$ cat config.mk
export PLATFORM = sky130hd
export DESIGN_NAME = alu_seq_ctrl
export DESIGN_NICKNAME = d
export VERILOG_FILES = /design/src/rtl/alu_pkg.sv /design/src/rtl/alu_seq_ctrl.sv
export SDC_FILE = /design/constraint.sdc
export NUM_CORES = 1
export LEC_CHECK = 0
export ABC_AREA = 1
export CAP_MARGIN = 20
export CELL_PAD_IN_SITES_DETAIL_PLACEMENT = 0
export CELL_PAD_IN_SITES_GLOBAL_PLACEMENT = 1
export CORE_ASPECT_RATIO = 1.25
export CORE_MARGIN = 3
export CORE_UTILIZATION = 47
export DETAILED_ROUTE_END_ITERATION = 8
export DONT_BUFFER_PORTS = 1
export PLACE_DENSITY = 0.89
export SKIP_LAST_GASP = 1
export SLEW_MARGIN = 0
export SYNTH_ARGS = -nofsm -noshare
export SYNTH_HDL_FRONTEND = slang
export SYNTH_SLANG_ARGS = --single-unit
$ cat constraint.sdc
create_clock -name clk -period 3.02 [get_ports clk]
set_input_delay 0.302 -clock clk [delete_from_list [all_inputs] [get_ports clk]]
set_output_delay 0.302 -clock clk [all_outputs]
set_load 0.05 [all_outputs]
$ cat src/rtl/alu_pkg.sv
// Shared ALU definitions: function codes, sequencer state encoding and op decode helpers.
package alu_pkg;

    localparam logic [3:0] OP_ADD = 4'b0000;
    localparam logic [3:0] OP_SUB = 4'b0010;
    localparam logic [3:0] OP_AND = 4'b0100;
    localparam logic [3:0] OP_OR  = 4'b0101;
    localparam logic [3:0] OP_NOR = 4'b0110;
    localparam logic [3:0] OP_XOR = 4'b0111;
    localparam logic [3:0] OP_SL  = 4'b1000;
    localparam logic [3:0] OP_SRA = 4'b1001;
    localparam logic [3:0] OP_SRL = 4'b1010;

    typedef enum logic [1:0] {
        IDLE = 2'd0,
        EXEC = 2'd1,
        DONE = 2'd2
    } state_t;

    function automatic logic is_shift(input logic [3:0] op);
        return (op == OP_SL) || (op == OP_SRA) || (op == OP_SRL);
    endfunction

    function automatic logic is_legal(input logic [3:0] op);
        logic legal;
        case (op)
            OP_ADD, OP_SUB, OP_AND, OP_OR, OP_NOR, OP_XOR: legal = 1'b1;
            default:                                       legal = is_shift(op);
        endcase
        return legal;
    endfunction

endpackage

$ cat src/rtl/alu_seq_ctrl.sv
// Multi-cycle sequencer in front of the external 32-bit ALU; multi-bit shifts are
// built from repeated 1-bit ALU shift passes.
module alu_seq_ctrl
    import alu_pkg::*;
#(
    parameter int DATA_W  = 32,
    parameter int SHAMT_W = 5
) (
    input  logic              clk,
    input  logic              rst_n,
    input  logic              cmd_valid,
    output logic              cmd_ready,
    input  logic [3:0]        cmd_op,
    input  logic [DATA_W-1:0] cmd_a,
    input  logic [DATA_W-1:0] cmd_b,
    output logic              rsp_valid,
    input  logic              rsp_ready,
    output logic [DATA_W-1:0] rsp_result,
    output logic              rsp_err,
    output logic [DATA_W-1:0] alu_dataa,
    output logic [DATA_W-1:0] alu_datab,
    output logic [3:0]        alu_function,
    input  logic [DATA_W-1:0] alu_result,
    output logic              busy
);

    state_t               state;
    state_t               next_state;
    logic [DATA_W-1:0]    acc;
    logic [DATA_W-1:0]    b_reg;
    logic [3:0]           op_reg;
    logic [SHAMT_W-1:0]   cnt;
    logic                 err_reg;

    logic                 cmd_legal;
    logic                 cmd_shift;
    logic                 cmd_zero_amt;

    assign cmd_legal    = is_legal(cmd_op);
    assign cmd_shift    = is_shift(cmd_op);
    assign cmd_zero_amt = (cmd_b[SHAMT_W-1:0] == '0);

    always_comb begin
        next_state = state;
        case (state)
            IDLE: begin
                if (cmd_valid) begin
                    if (!cmd_legal || (cmd_shift && cmd_zero_amt))
                        next_state = DONE;
                    else
                        next_state = EXEC;
                end
            end
            EXEC: begin
                if (!is_shift(op_reg) || (cnt == SHAMT_W'(1)))
                    next_state = DONE;
            end
            DONE: begin
                if (rsp_ready)
                    next_state = IDLE;
            end
            default: next_state = IDLE;
        endcase
    end

    // Outside EXEC the ALU is parked on ADD with zero operands so its undefined
    // default function is never selected.
    always_comb begin
        cmd_ready    = (state == IDLE);
        rsp_valid    = (state == DONE);
        rsp_result   = '0;
        rsp_err      = 1'b0;
        busy         = (state == EXEC) || (state == DONE);
        alu_dataa    = '0;
        alu_datab    = '0;
        alu_function = OP_ADD;
        if (state == EXEC) begin
            alu_dataa    = acc;
            alu_datab    = b_reg;
            alu_function = op_reg;
        end
        if (state == DONE) begin
            rsp_result = acc;
            rsp_err    = err_reg;
        end
    end

    always_ff @(posedge clk or negedge rst_n) begin
        if (!rst_n) begin
            state   <= IDLE;
            acc     <= '0;
            b_reg   <= '0;
            op_reg  <= '0;
            cnt     <= '0;
            err_reg <= 1'b0;
        end else begin
            state <= next_state;
            case (state)
                IDLE: begin
                    if (cmd_valid) begin
                        acc     <= cmd_legal ? cmd_a : '0;
                        b_reg   <= cmd_b;
                        op_reg  <= cmd_op;
                        err_reg <= !cmd_legal;
                        if (cmd_shift)
                            cnt <= cmd_b[SHAMT_W-1:0];
                    end
                end
                EXEC: begin
                    acc <= alu_result;
                    if (is_shift(op_reg))
                        cnt <= cnt - SHAMT_W'(1);
                end
                DONE: begin
                    if (rsp_ready)
                        err_reg <= 1'b0;
                end
                default: ;
            endcase
        end
    end

endmodule

==> impl_results.md <==
- Status: finished clean
- Via density: ~5
- Dpl hpwl: roughly 7400 um
- Post-DRT Antenna Nets: 0
- Aggregate global-route resource usage: 0.200
- Peak VDD IR: 0.979 mV
- RSZ-0062 raised after global routing: no
- CORE AREA: between 8000 and 9000 sq um
- Post-synth ARST share: 1.00
- PnR Total Power: between 6000 and 7000 uW
- Crit. End Element: output port
- Final period util: 0.783
- Post-CTS Setup Repair Bufs: 0
- Synthesized-area fraction occupied by adder cells: 0.0146
- First-pass GRT wire length: about 16000 um
- WL/cell: 15.0 um
- DRT Pass-1 Iters: 5
- Worst-Skew Late Latency: 350 ps
- Worst Tran Pin Value: 702 ps
- Internal power: ~2600 uW
- Post-layout min period: 2370 ps
- Die ar.: 10300 sq um
- Mapped cell area: 4280 sq um
- Fill count: 883
- I/O pin cnt: roughly 210
- Root buffer cell: clkbuf_8
- Die W: approximately 91 um
- PD cells: 1400 nW/um^2
- Worst Skew: 10.7 ps
- Layout cells sized above 1: 0.0956
- H-tree depth: 3
- GPL Wtd Cong: 0.801
- Most used DFF post-synth: dfrtp_1
- Resized cells post-CTS: 0
- Starting Density: 0.486
- Setup TNS: 0 ps
- DRC violation count after routing: 0
- N_diodes: 0
- Commonest non-fill, non-tap cell in the layout: nand2_1
- CP Data Required Time: approximately 2700 ps
- Sw Ratio: 0.581
- Clock slew at reported path FFs: 70 ps
- Post-synth top area share: 0.445
- Slowest cell delay on critical path: 470 ps
- Initial antenna violation count: 0
- Netlist cell types: 23
- NetSw: 3680 uW
- CP arrival: a little over 2000 ps
- Synth Area in Compound Gates: 0.0764
- Worst Path Max Fanout: 55
- CTS tree: done
- Vias: 3467
- Worst slack, placed: 767 ps
- Sequential area share after synthesis: 0.445
- Largest net degree at the start of global routing: 77
- Vias in the first global route: 3317
- Synth area leaders: dfrtp_1 (44%), nand2_1 (15%), inv_1 (11%)
- Buffers on Ports: 0
- Max Clk Rate: 423 MHz
- Initial DRC count: 158
- Crit path max-delay cell type: buf_4
- Synth Area in XOR/XNOR: 0.00205
- Area Growth Syn to Fin: 5.47%
- Most frequent CP cell: inv_1
- Flops & latches, synth: 76
- YS warnings: 0
- Clock Tree Buf Depth: 2
- Drt total wl: roughly 10000 um
- Final std cells w/o fill: 685
- Leakage: between 0.002 and 0.003 uW
- WS Path Type: flip-flop to output port
- Critical path launch point type: flip-flop
- Hold Violations, Final: 0
- Sequential Power Share: 0.302
- Post-placement cell count: between 600 and 700
- Cells after synthesis: 575
- Most frequent cells in the layout: nand2_1 (168), inv_1 (121), dfrtp_1 (76), nor2_1 (40), nand3_1 (39)
- Hold WC Path Type: primary input to flip-flop
- Syn_area_per_cell: 7.44 sq um
- Count of final setup violators: 0
- Largest family of logic cells by synthesized area: simple AND/OR/NAND/NOR gates
- Remaining global-route overflow: 0
- Multiplexer share of the synthesized area: 0.0737
- Clk sinks: 76
- Worst Setup Slack, final: 654 ps
- Max_slew headroom: 0.531
- CTS buffer count: 9
- Final net count: 670
- Simple-gate share of the synthesized area: 0.241
- Placement Rows: 38
- Post-synth net total: 684
- Largest area contributor in the netlist: dfrtp_1
- Number of flops mapped to enable cells by yosys: 0
- # Max-Cap Violations: 0
- Combinational power share: 0.590
- Clk pwr share: 0.107
- Chip height: 113 um
- Final Max Tran Viols: 0
- Crit-path cells: inv_1 -> ha_4 -> buf_4 -> nand2_1 -> inv_1
-- metrics by stage --
stage,utilization,hold slack (ps),area (sq um)
floorplan,-,6.41,4280
global placement,0.489,8.54,4310
detailed placement,0.489,8.49,4310
CTS,0.513,63.1,4510
global route,0.513,69.4,4510
finish,0.513,87.8,4510
-- repair_timing --
action | 4_1_cts | 5_1_grt
hold buffers | 2 | 0
endpoints found under the hold margin | 76 | 0
endpoints found under the setup margin | 0 | 0
-- per-layer routing --
layer,global-route usage,vias to the layer above,share of wire,wire (um)
met1,0.247,1592,0.43,4400
met4,0.0724,0,0.022,222
met3,0.0570,16,0.060,619
li1,-,1721,-,-
met5,0,-,0,0
met2,0.333,138,0.49,5060
-- final timing paths --
| check | startpoint | end | slack, ps | cells after the start |
|---|---|---|---|---|
| worst max-delay path | state[1] | alu_datab[19] | 650 | 5 |
| worst min-delay path | cmd_b[22] | b_reg[22] | 90 | 1 |
| worst max register to register | state[0] | acc[30] | 730 | 7 |
| worst min register to register | b_reg[1] | b_reg[1] | 490 | 2 |
| max in group asynchronous | rst_n | acc[19] | 2180 | 2 |
| min in group asynchronous | rst_n | b_reg[4] | 520 | 2 |
-- cell type report --
class | count | area (sq um) | area share
multi-input cells | 345 | 1760 | 0.390
repair buffers | 7 | 75.1 | 0.0166
flip-flops and latches | 76 | 1900 | 0.422
inverters | 122 | 458 | 0.102
clock inverters | 4 | 26.3 | 0.00583
clock buffers | 11 | 141 | 0.0313
well taps | 120 | 150 | 0.0333
-- power by group through the flow --
| stage | combinational, uW | sequential [uW] | clock [uW] |
|---|---|---|---|
| floorplan | 3480 | 1820 | 0 |
| global placement | 3670 | 1910 | 0 |
| detailed placement | 3740 | 1940 | 0 |
| CTS | 3770 | 1920 | 706 |
| global route | 4060 | 2000 | 751 |
| finish | 3730 | 1910 | 679 |
-- critical path: cells and delay by family, from the launching register on --
kind          cells  cell delay (ps)
fa+ha+maj         1              220
buf+inv           3              960
simple gates      1              110
flops             1              400
-- cells in the mapped netlist (3+ instances only) --
master / n
mux2_1: 3
clkbuf_1: 13
o21ai_0: 18
nand3_1: 39
inv_1: 121
ha_1: 5
nand2_2: 3
a31oi_1: 32
buf_4: 4
nand2_1: 168
buf_6: 4
a21oi_1: 5
dfrtp_1: 76
buf_1: 4
nor2_1: 40
mux2_2: 25
buf_2: 7
-- cells by family after synthesis --
kind of cell | count (synthesis)
and+or+nand+nor | 254
adders and majority gates | 5
xor gates and xnor gates | 1
DFF | 76
AOI/OAI and AO/OA | 57
buffers and inverters | 154
muxes | 28
Power figures use the tool's default switching activity.
